[src/rtl/branch_redirect_ctrl_if.sv]
// Decode/fetch-side bundle for the branch redirect controller.
// The controller uses the slave view; decode and fetch together form the master view.
interface branch_redirect_ctrl_if #(
   parameter int DATA_W = 32,
   parameter int CNT_W  = 32
);
   logic              br_valid;
   logic              br_ready;
   logic              br_taken;
   logic [1:0]        br_kind;
   logic [DATA_W-1:0] pc_d;
   logic [DATA_W-1:0] imm;
   logic [25:0]       index;
   logic [DATA_W-1:0] reg_tgt;
   logic              ds_fetched;
   logic              redir_valid;
   logic [DATA_W-1:0] redir_pc;
   logic              redir_ready;
   logic              misalign;
   logic              flush;
   logic              stall_d;
   logic [CNT_W-1:0]  taken_cnt;

   modport master (
      output br_valid, br_taken, br_kind, pc_d, imm, index, reg_tgt,
             ds_fetched, redir_ready, flush,
      input  br_ready, redir_valid, redir_pc, misalign, stall_d, taken_cnt
   );

   modport slave (
      input  br_valid, br_taken, br_kind, pc_d, imm, index, reg_tgt,
             ds_fetched, redir_ready, flush,
      output br_ready, redir_valid, redir_pc, misalign, stall_d, taken_cnt
   );
endinterface

[src/rtl/branch_redirect_ctrl.sv]
// Branch redirect controller: takes one resolved control transfer from decode,
// forms its target, waits for the delay-slot fetch, then hands the target to fetch.
//
//   state   | meaning
//   --------+-----------------------------------------------------------
//   IDLE    | no redirect pending, decode may present a branch
//   WAIT_DS | taken target latched, waiting for the delay-slot fetch
//   REDIR   | redirect presented to fetch, held until accepted
module branch_redirect_ctrl #(
   parameter int DATA_W = 32,
   parameter int CNT_W  = 32
) (
   input  logic                  clock,
   input  logic                  resetn,
   branch_redirect_ctrl_if.slave bus
);

   typedef enum logic [1:0] {
      IDLE    = 2'd0,
      WAIT_DS = 2'd1,
      REDIR   = 2'd2
   } state_t;

   state_t            state;
   state_t            state_nxt;
   logic [DATA_W-1:0] pc_plus4;
   logic [DATA_W-1:0] tgt_nxt;
   logic              mis_nxt;
   logic [DATA_W-1:0] tgt_q;
   logic              mis_q;
   logic [CNT_W-1:0]  cnt_q;
   logic              br_ready;
   logic              take;
   logic              handshake;

   assign pc_plus4  = bus.pc_d + DATA_W'(4);
   // Reserved kind 11 is accepted but behaves like a not-taken branch.
   assign take      = bus.br_valid & br_ready & bus.br_taken & (bus.br_kind != 2'b11);
   assign handshake = (state == REDIR) & bus.redir_ready & ~bus.flush;

   // Target formation for the branch currently offered by decode.
   always_comb begin
      tgt_nxt = pc_plus4 + {bus.imm[DATA_W-3:0], 2'b00};
      mis_nxt = 1'b0;
      case (bus.br_kind)
         2'b01:   tgt_nxt = {pc_plus4[DATA_W-1:28], bus.index, 2'b00};
         2'b10: begin
            tgt_nxt = bus.reg_tgt;
            mis_nxt = (bus.reg_tgt[1:0] != 2'b00);
         end
         default: tgt_nxt = pc_plus4 + {bus.imm[DATA_W-3:0], 2'b00};
      endcase
   end

   // State register.
   always_ff @(posedge clock or negedge resetn) begin
      if (!resetn) begin
         state <= IDLE;
      end else begin
         state <= state_nxt;
      end
   end

   // Next-state logic; flush overrides everything.
   always_comb begin
      state_nxt = state;
      if (bus.flush) begin
         state_nxt = IDLE;
      end else begin
         case (state)
            IDLE:    if (take) state_nxt = bus.ds_fetched ? REDIR : WAIT_DS;
            WAIT_DS: if (bus.ds_fetched) state_nxt = REDIR;
            REDIR:   if (bus.redir_ready) state_nxt = IDLE;
            default: state_nxt = IDLE;
         endcase
      end
   end

   // Target/misalign capture on a taken accept, and the accepted-redirect counter.
   always_ff @(posedge clock or negedge resetn) begin
      if (!resetn) begin
         tgt_q <= '0;
         mis_q <= 1'b0;
         cnt_q <= '0;
      end else begin
         if (take) begin
            tgt_q <= tgt_nxt;
            mis_q <= mis_nxt;
         end
         if (handshake) begin
            cnt_q <= cnt_q + CNT_W'(1);
         end
      end
   end

   // Outputs decoded from the current state.
   always_comb begin
      br_ready        = (state == IDLE) & ~bus.flush;
      bus.br_ready    = br_ready;
      bus.stall_d     = (state != IDLE);
      bus.redir_valid = (state == REDIR);
      bus.redir_pc    = tgt_q;
      bus.misalign    = mis_q & (state == REDIR);
      bus.taken_cnt   = cnt_q;
   end

endmodule

[src/flat_wrapper.sv]
// flat-port wrapper written by rule: the top's interface ports become plain ports
module branch_redirect_ctrl_flat 
#(
   parameter int DATA_W = 32,
   parameter int CNT_W  = 32
)
  (clock, resetn, bus_br_valid, bus_br_taken, bus_br_kind, bus_pc_d, bus_imm, bus_index, bus_reg_tgt, bus_ds_fetched, bus_redir_ready, bus_flush, bus_br_ready, bus_redir_valid, bus_redir_pc, bus_misalign, bus_stall_d, bus_taken_cnt);
  branch_redirect_ctrl_if #(.DATA_W(DATA_W), .CNT_W(CNT_W)) bus_i ();
  input  logic clock;
  input  logic resetn;
  input wire logic [$bits(bus_i.br_valid)-1:0] bus_br_valid;
  input wire logic [$bits(bus_i.br_taken)-1:0] bus_br_taken;
  input wire logic [$bits(bus_i.br_kind)-1:0] bus_br_kind;
  input wire logic [$bits(bus_i.pc_d)-1:0] bus_pc_d;
  input wire logic [$bits(bus_i.imm)-1:0] bus_imm;
  input wire logic [$bits(bus_i.index)-1:0] bus_index;
  input wire logic [$bits(bus_i.reg_tgt)-1:0] bus_reg_tgt;
  input wire logic [$bits(bus_i.ds_fetched)-1:0] bus_ds_fetched;
  input wire logic [$bits(bus_i.redir_ready)-1:0] bus_redir_ready;
  input wire logic [$bits(bus_i.flush)-1:0] bus_flush;
  output wire logic [$bits(bus_i.br_ready)-1:0] bus_br_ready;
  output wire logic [$bits(bus_i.redir_valid)-1:0] bus_redir_valid;
  output wire logic [$bits(bus_i.redir_pc)-1:0] bus_redir_pc;
  output wire logic [$bits(bus_i.misalign)-1:0] bus_misalign;
  output wire logic [$bits(bus_i.stall_d)-1:0] bus_stall_d;
  output wire logic [$bits(bus_i.taken_cnt)-1:0] bus_taken_cnt;
  assign bus_i.br_valid = bus_br_valid;
  assign bus_i.br_taken = bus_br_taken;
  assign bus_i.br_kind = bus_br_kind;
  assign bus_i.pc_d = bus_pc_d;
  assign bus_i.imm = bus_imm;
  assign bus_i.index = bus_index;
  assign bus_i.reg_tgt = bus_reg_tgt;
  assign bus_i.ds_fetched = bus_ds_fetched;
  assign bus_i.redir_ready = bus_redir_ready;
  assign bus_i.flush = bus_flush;
  assign bus_br_ready = bus_i.br_ready;
  assign bus_redir_valid = bus_i.redir_valid;
  assign bus_redir_pc = bus_i.redir_pc;
  assign bus_misalign = bus_i.misalign;
  assign bus_stall_d = bus_i.stall_d;
  assign bus_taken_cnt = bus_i.taken_cnt;
  branch_redirect_ctrl #(.DATA_W(DATA_W), .CNT_W(CNT_W)) u_core (.clock(clock), .resetn(resetn), .bus(bus_i));
endmodule
[config.mk]
export PLATFORM = sky130hd
export DESIGN_NAME = branch_redirect_ctrl_flat
export DESIGN_NICKNAME = d
export VERILOG_FILES = /design/src/rtl/branch_redirect_ctrl_if.sv /design/src/rtl/branch_redirect_ctrl.sv /design/src/flat_wrapper.sv
export SDC_FILE = /design/constraint.sdc
export NUM_CORES = 1
export LEC_CHECK = 0
export BUFFER_PORTS_ARGS = -buffer_cell sky130_fd_sc_hd__clkbuf_2
export CAP_MARGIN = 20
export CORE_MARGIN = 2
export CORE_UTILIZATION = 40
export DETAILED_ROUTE_END_ITERATION = 6
export PLACE_DENSITY_LB_ADDON = 0.2
export SETUP_SLACK_MARGIN = 0.1
export SLEW_MARGIN = 25
export SYNTH_ARGS = -nofsm -noshare
export SYNTH_HDL_FRONTEND = slang
export SYNTH_SLANG_ARGS = --single-unit
[constraint.sdc]
create_clock -name clock -period 2.2 [get_ports clock]
set_clock_uncertainty 0.1 [all_clocks]
set_input_delay 0.22 -clock clock [delete_from_list [all_inputs] [get_ports clock]]
set_output_delay 0.22 -clock clock [all_outputs]
set_load 0.02 [all_outputs]
==> results by group, run 1 <==
Cells and area
  • Final Instance Count excl. Fillers: approximately 1100
  • Filler cells: between 900 and 1000
  • Final Net Count: around 1100
  • Antenna cells: 0
  • Layout cells sized above 1: 55.2%
  • Register area: about 0.0017 sq mm
  • Multi-input combinational cell area: approximately 0.0042 sq mm
  • P&R area growth vs syn: 75.1%
  • Core Util, Final: between 70% and 80%

Critical path
  • WP data required: about 2300 ps
  • Most frequent CP cell: buf_6
  • CP arrival: ~3400 ps
  • Delay-heaviest family, CP: simple AND/OR/NAND/NOR gates
  • Worst R2R Path Depth: 9
  • Crit-path slowest cell: or3_4
  • CP Cell Sequence: buf_6 -> nand4_1 -> or3_4 -> xnor2_4 -> ha_4 -> buf_6 -> buf_6 -> o211ai_1 -> nor2_1 -> nand3b_1 -> a21oi_2 -> o41ai_2 -> buf_4 -> o31ai_2 -> a21oi_1 -> xnor2_1 -> a221o_1
  • Critical path endpoint category: register
  • Max incr delay on CP: between 500 and 600 ps
  • WP depth: 17
  • Worst setup SP type: input port
  • Crit Path Category: in -> reg
  • Worst Path Buf+Inv: 4
  • Max FO, Critical Path: 4

Synthesis
  • Register bit total from synthesis: 67
  • EDFF count, synth: 0
  • Mean Syn Cell Area: a little under 9 sq um
  • Ys Warns: 0
  • Syn Nets: 761
  • Top area cells in the synthesized netlist: dfrtp_1 (32%), xnor2_1 (10%), ha_1 (8.5%)
  • Top cell type's share of synthesized area: 32.4%
  • Distinct cells, synth: 56
  • Asr flop ratio synth: 100%
  • Most frequent cells after synthesis: dfrtp_1 (67), xnor2_1 (60), nand2_1 (51), nor2_1 (41), a21oi_1 (39)
  • Ys flop type: dfrtp_1
  • Synthesized area: slightly above 0.005 sq mm
  • Mapped Cells: 594
  • Register area share after synthesis: between 30% and 40%
  • Count leader, synth: dfrtp_1
  • Area leader, netlist: dfrtp_1

Place
  • Pre-CTS WS: -1210 ps
  • Dpl hpwl: ~13000 um
  • Buffers on Ports: 196
  • DP Cell Count: 1084
  • Placer Congestion: between 0.9 and 1

Hold path
  • Min-Delay Path Depth: 3
  • Worst hold path class: in -> reg

Power and ir drop
  • Leak Pwr: roughly 4.6 nW
  • Peak VDD IR: about 410 uV
  • Pwr dens: 595 mW/mm^2

Job
  • Max cap viols: 0

Global route
  • Largest net degree at the start of global routing: 44
  • Initial antenna violation count: 0
  • First-pass GRT wire length: between 20000 and 30000 um
  • Vias in the first global route: 5916
  • Gr ovfl total: 0
  • Total Routing Usage GR: about a quarter

STA
  • RSZ-0062 raised after global routing: yes
  • Final setup vio count: 24
  • Least-Margin Pin Slew: around 600 ps
  • Tmin final: ~3200 ps
  • TNS Setup: -13850 ps
  • Final worst path period share: 147%
  • Setup WS post-layout: -1030 ps
  • Fmax: 310 MHz
  • Min Hold Slack: between 60 and 70 ps
  • Slew Limit Headroom: roughly three fifths
  • Max Transition Viols Final: 0
  • Final hold violation count: 0

Clock network
  • Total CTS buffers: 9
  • Root Buffer: clkbuf_16
  • Clock Pin Slew Worst Setup and Hold Paths: around 60 ps
  • CTS max path bufs: 2
  • CTS tree: built
  • Clk_lat worst skew: around 330 ps
  • Htree depth: 3
  • Clk sinks: 67

Run status
  • Failing checks: setup timing
  • Status: complete, but fails checks

Detailed routing
  • 1st-pass router iterations: 5
  • Average wire per cell in the routed design: roughly 17 um
  • Vias/cell: roughly 5.4
  • Routed Antenna Nets: 0
  • Vias: ~6200
  • Remaining DRCs: 0
  • WL final: between 15000 and 20000 um
  • First-iteration detailed-routing DRC count: ~560

Floorplanning
  • Die height: 118 um
  • I/O pins: 199
  • Die ar.: 0.0139 sq mm
  • Die Span X: ~120 um
  • Core area: about 0.013 sq mm
  • Row cnt: between 40 and 50
  • Initial Util: 41.0%
stage by stage:
stage / instance area [sq um] / total power [mW]
global placement: 7490 / 3.30
global route: 9070 / 5.66
finish: 9070 / 5.40
detailed placement: 7490 / 3.34
CTS: 8160 / 5.09
floorplan: 5280 / 2.50
registers in the layout, summed over array words and instances, names as in the netlist:
register and cells:
u_core.bus.taken_cnt 32, u_core.bus.redir_pc 32, u_core.mis_q 1, u_core.state 2
final timing paths:
path / from / end / slack (ps)
min in group asynchronous: resetn / u_core.bus.taken_cnt[7] / 330
min reg2reg: u_core.bus.taken_cnt[31] / u_core.bus.taken_cnt[31] / 380
min: bus_pc_d[1] / u_core.bus.redir_pc[1] / 60
max reg2reg: u_core.state[0] / u_core.bus.taken_cnt[31] / 30
max in group asynchronous: resetn / u_core.bus.redir_pc[15] / 1030
max: bus_pc_d[4] / u_core.bus.redir_pc[29] / -1030
cell usage in the layout (no fill, tap or decap), types with 14 or more instances in the layout:
master / count
clkbuf_2: 189
buf_4: 160
dfrtp_1: 67
xnor2_1: 42
nand2_1: 36
nor2_1: 32
buf_6: 32
ha_1: 28
a21o_1: 27
nand3_1: 26
a21oi_2: 23
xor2_1: 20
a221oi_1: 19
a21oi_1: 15
inv_1: 14
worst register-to-register path, cell delays in order, from the launching register on:
cell and delay (ps):
dfrtp_1 380, and4bb_2 320, and4_1 200, and3_4 200, and2b_2 160, and3_4 190
and2b_2 180, nand3_4 110, nor2_2 110, xor2_1 150
power breakdown:
part	total (mW)	internal, mW	switching (mW)	leakage [nW]
sequential	1.55	1.42	0.135	0.883
combinational	2.19	1.02	1.17	3.57
clock	1.66	1.13	0.524	0.169
per-layer routing:
metal,vias to the layer above,wire (um),track usage [%]
li1,2940,-,-
met1,2939,7810,31.2
met2,279,9480,42.2
met3,54,1020,3.49
met4,0,597,7.76
met5,-,0,0
repair_timing:
action	4_1_cts	5_1_grt
gates resized for setup	45	146
setup endpoints to repair	29	36
endpoints found under the hold margin	25	0
pin swaps	42	115
buffers inserted	19	31
hold buffers	2	0
cells by family (layout without fill, tap and decap cells):
group	after synthesis	after routing	synth area share (%)
simple gates	190	190	17.9
compound gates	174	174	23.3
xor+xnor	84	84	14.2
flops	67	67	32.4
buf+inv	41	418	2.97
fa+ha+maj	36	36	8.84
mux	2	2	0.411
final cells by class:
class | instances | area share (%)
flip-flops and latches | 67 | 18.5
repair buffers | 387 | 28.5
well taps | 172 | 2.37
clock inverters | 5 | 1.10
multi-input cells | 486 | 46.2
inverters | 15 | 0.621
clock buffers | 11 | 2.68
Power figures use the tool's default switching activity.
==> inputs of run 2 (changes only) <==
Settings changed: MAX_ROUTING_LAYER from default to met4, PLACE_DENSITY from default to 0.67, PLACE_DENSITY_LB_ADDON 0.2 to default.
Clock period 2.2 ns to 4 ns, I/O delays scaled along.
==> run 2 against run 1 <==
Clock power fell by 53%. Critical path depth fell by 2. Design area fell by 26%. Sequential cell count did not move. Sequential power fell by 45%. Sequential share of layout area rose by 6.7 points. Largest power group is now registers. Count of clock-buffer cells in the layout rose by 3. The run now ends clean. Via count fell by 15%. First-iteration DRC count fell by 54%. Setup slack improved by 1400 ps. Cell count fell by 16%.
==> results by group, run 2 (synthesis results as in run 1) <==
Critical path
  • Critical path endpoint category: register
  • WP data required: slightly above 4000 ps
  • FF-to-FF End: u_core.bus.taken_cnt[31]
  • Worst R2R Path Depth: 9
  • Max FO, Critical Path: 7
  • CP arrival: approximately 3700 ps
  • R2R Setup Slk: 1440 ps
  • Worst setup SP type: input port
  • Crit Path Category: in -> reg
  • Worst r2r src: u_core.state[0]

Detailed routing
  • WL final: ~15000 um
  • Vias/cell: roughly 5.5
  • Average wire per cell in the routed design: ~16 um
  • Vias: around 5300
  • Routed Antenna Nets: 0
  • Remaining DRCs: 0
  • 1st-pass router iterations: 5
  • First-iteration detailed-routing DRC count: around 260

Clock network
  • Clock Pin Slew Worst Setup and Hold Paths: 50 ps
  • Total CTS buffers: 9
  • Htree depth: 3
  • CTS resizes: 0
  • CTS max path bufs: 2
  • CTS tree: built
  • CTS Hold Buffers Added: 0
  • Clk sinks: 67
  • Root Buffer: clkbuf_16
  • # Post-CTS Setup Buffers: 0
  • Clk_lat worst skew: 320 ps

Place
  • Placer Congestion: around 0.96
  • Buffers on Ports: 196
  • DP Cell Count: approximately 950
  • Dpl hpwl: around 12000 um
  • Area of placed instances: 0.00637 sq mm
  • Pre-CTS WS: between 80 and 90 ps

STA
  • Final hold violation count: 0
  • Min Hold Slack: approximately 80 ps
  • Least-Margin Pin Slew: 837 ps
  • Slew Limit Headroom: approximately 44%
  • Max Transition Viols Final: 0
  • Setup WS post-layout: around 380 ps
  • Final setup vio count: 0
  • RSZ-0062 raised after global routing: no
  • Tmin final: between 3000 and 4000 ps
  • TNS Setup: 0 ps
  • Final worst path period share: between 90% and 100%
  • Fmax: 276 MHz

Cells and area
  • Final Instance Count excl. Fillers: 964
  • Post-route cell area: between 0.006 and 0.007 sq mm
  • P&R area growth vs syn: 28.7%
  • Core Util, Final: 52.8%
  • Most frequent cells in the layout: clkbuf_2 (195), dfrtp_1 (67), xnor2_1 (60)
  • Filler cells: between 1000 and 1500
  • Layout cells sized above 1: a little under 30%
  • Most common cell after layout, fill and taps aside: clkbuf_2
  • Final Net Count: ~950
  • Antenna cells: 0

Power and ir drop
  • Sw Pwr: 0.849 mW
  • Logic pwr share: 34.1%
  • Leak Pwr: around 3.4 nW
  • Clk pwr share: about a third
  • P_int: 1.61 mW
  • Design Power: around 2.5 mW
  • Pwr dens: ~370 mW/mm^2
  • Peak VDD IR: roughly 200 uV
  • Register share of total power: approximately a third
  • Switching part of the total: between 30% and 40%

Global route
  • First-pass GRT wire length: between 20000 and 30000 um
  • Gr ovfl total: 0
  • Vias in the first global route: approximately 5200
  • Largest net degree at the start of global routing: between 50 and 60
  • Total Routing Usage GR: between 20 and 25%
  • Initial antenna violation count: 0

Job
  • Max cap viols: 0

Floorplanning
  • Initial Util: between 40% and 50%
  • Die ar.: 0.0139 sq mm
  • I/O pins: 199
  • Die Span X: between 100 and 150 um
  • Row cnt: 41
  • Core area: 0.0126 sq mm
  • Die height: 118 um

Run status
  • Status: complete, no violations

Hold path
  • Worst hold path class: in -> async
## run 2: power groups by stage
stage / sequential, mW / clock, mW / combinational [mW]
after global routing: 0.862 / 0.820 / 0.916
after global placement: 0.856 / 0 / 0.822
after CTS: 0.850 / 0.790 / 0.837
after detailed placement: 0.859 / 0 / 0.832
final: 0.851 / 0.773 / 0.839
after floorplan: 0.968 / 0 / 0.393
## run 2: worst max-delay path by stage
stage,start,endpoint,depth (start not counted)
2_1_floorplan,bus_pc_d[2],u_core.bus.redir_pc[29],17
3_3_place_gp,bus_pc_d[2],u_core.bus.redir_pc[31],16
3_5_place_dp,bus_pc_d[2],u_core.bus.redir_pc[29],15
4_1_cts,bus_pc_d[2],u_core.bus.redir_pc[29],15
5_1_grt,bus_pc_d[4],u_core.bus.redir_pc[29],15
6_report,bus_pc_d[2],u_core.bus.redir_pc[29],15
## run 2: area by class of cell
cell class | count | area [sq um] | area share, %
flip-flops and latches | 67 | 1680 | 25.2
repair buffers | 208 | 1070 | 16.1
well taps | 172 | 215 | 3.23
clock buffers | 14 | 254 | 3.81
clock inverters | 2 | 35.0 | 0.526
inverters | 15 | 56.3 | 0.845
multi-input cells | 486 | 3360 | 50.4
## run 2: critical path: stages
cell,delay [ps]
clkbuf_2,130
ha_1,240
inv_1,70
or3_1,470
nor4_1,410
nand4_1,160
xnor2_1,150
ha_1,380
nand3_1,240
nor2_1,80
a211oi_1,240
o31ai_1,140
a21oi_1,190
xnor2_1,90
a221o_1,320
## run 2: per-layer routing
metal / part of all wire, % / track usage (%) / vias to the layer above
li1: - / - / 2586
met4: 1.4 / 5.80 / 0
met2: 46 / 35.9 / 189
met3: 4.7 / 2.96 / 22
met1: 48 / 31.4 / 2469
met5: 0 / - / -
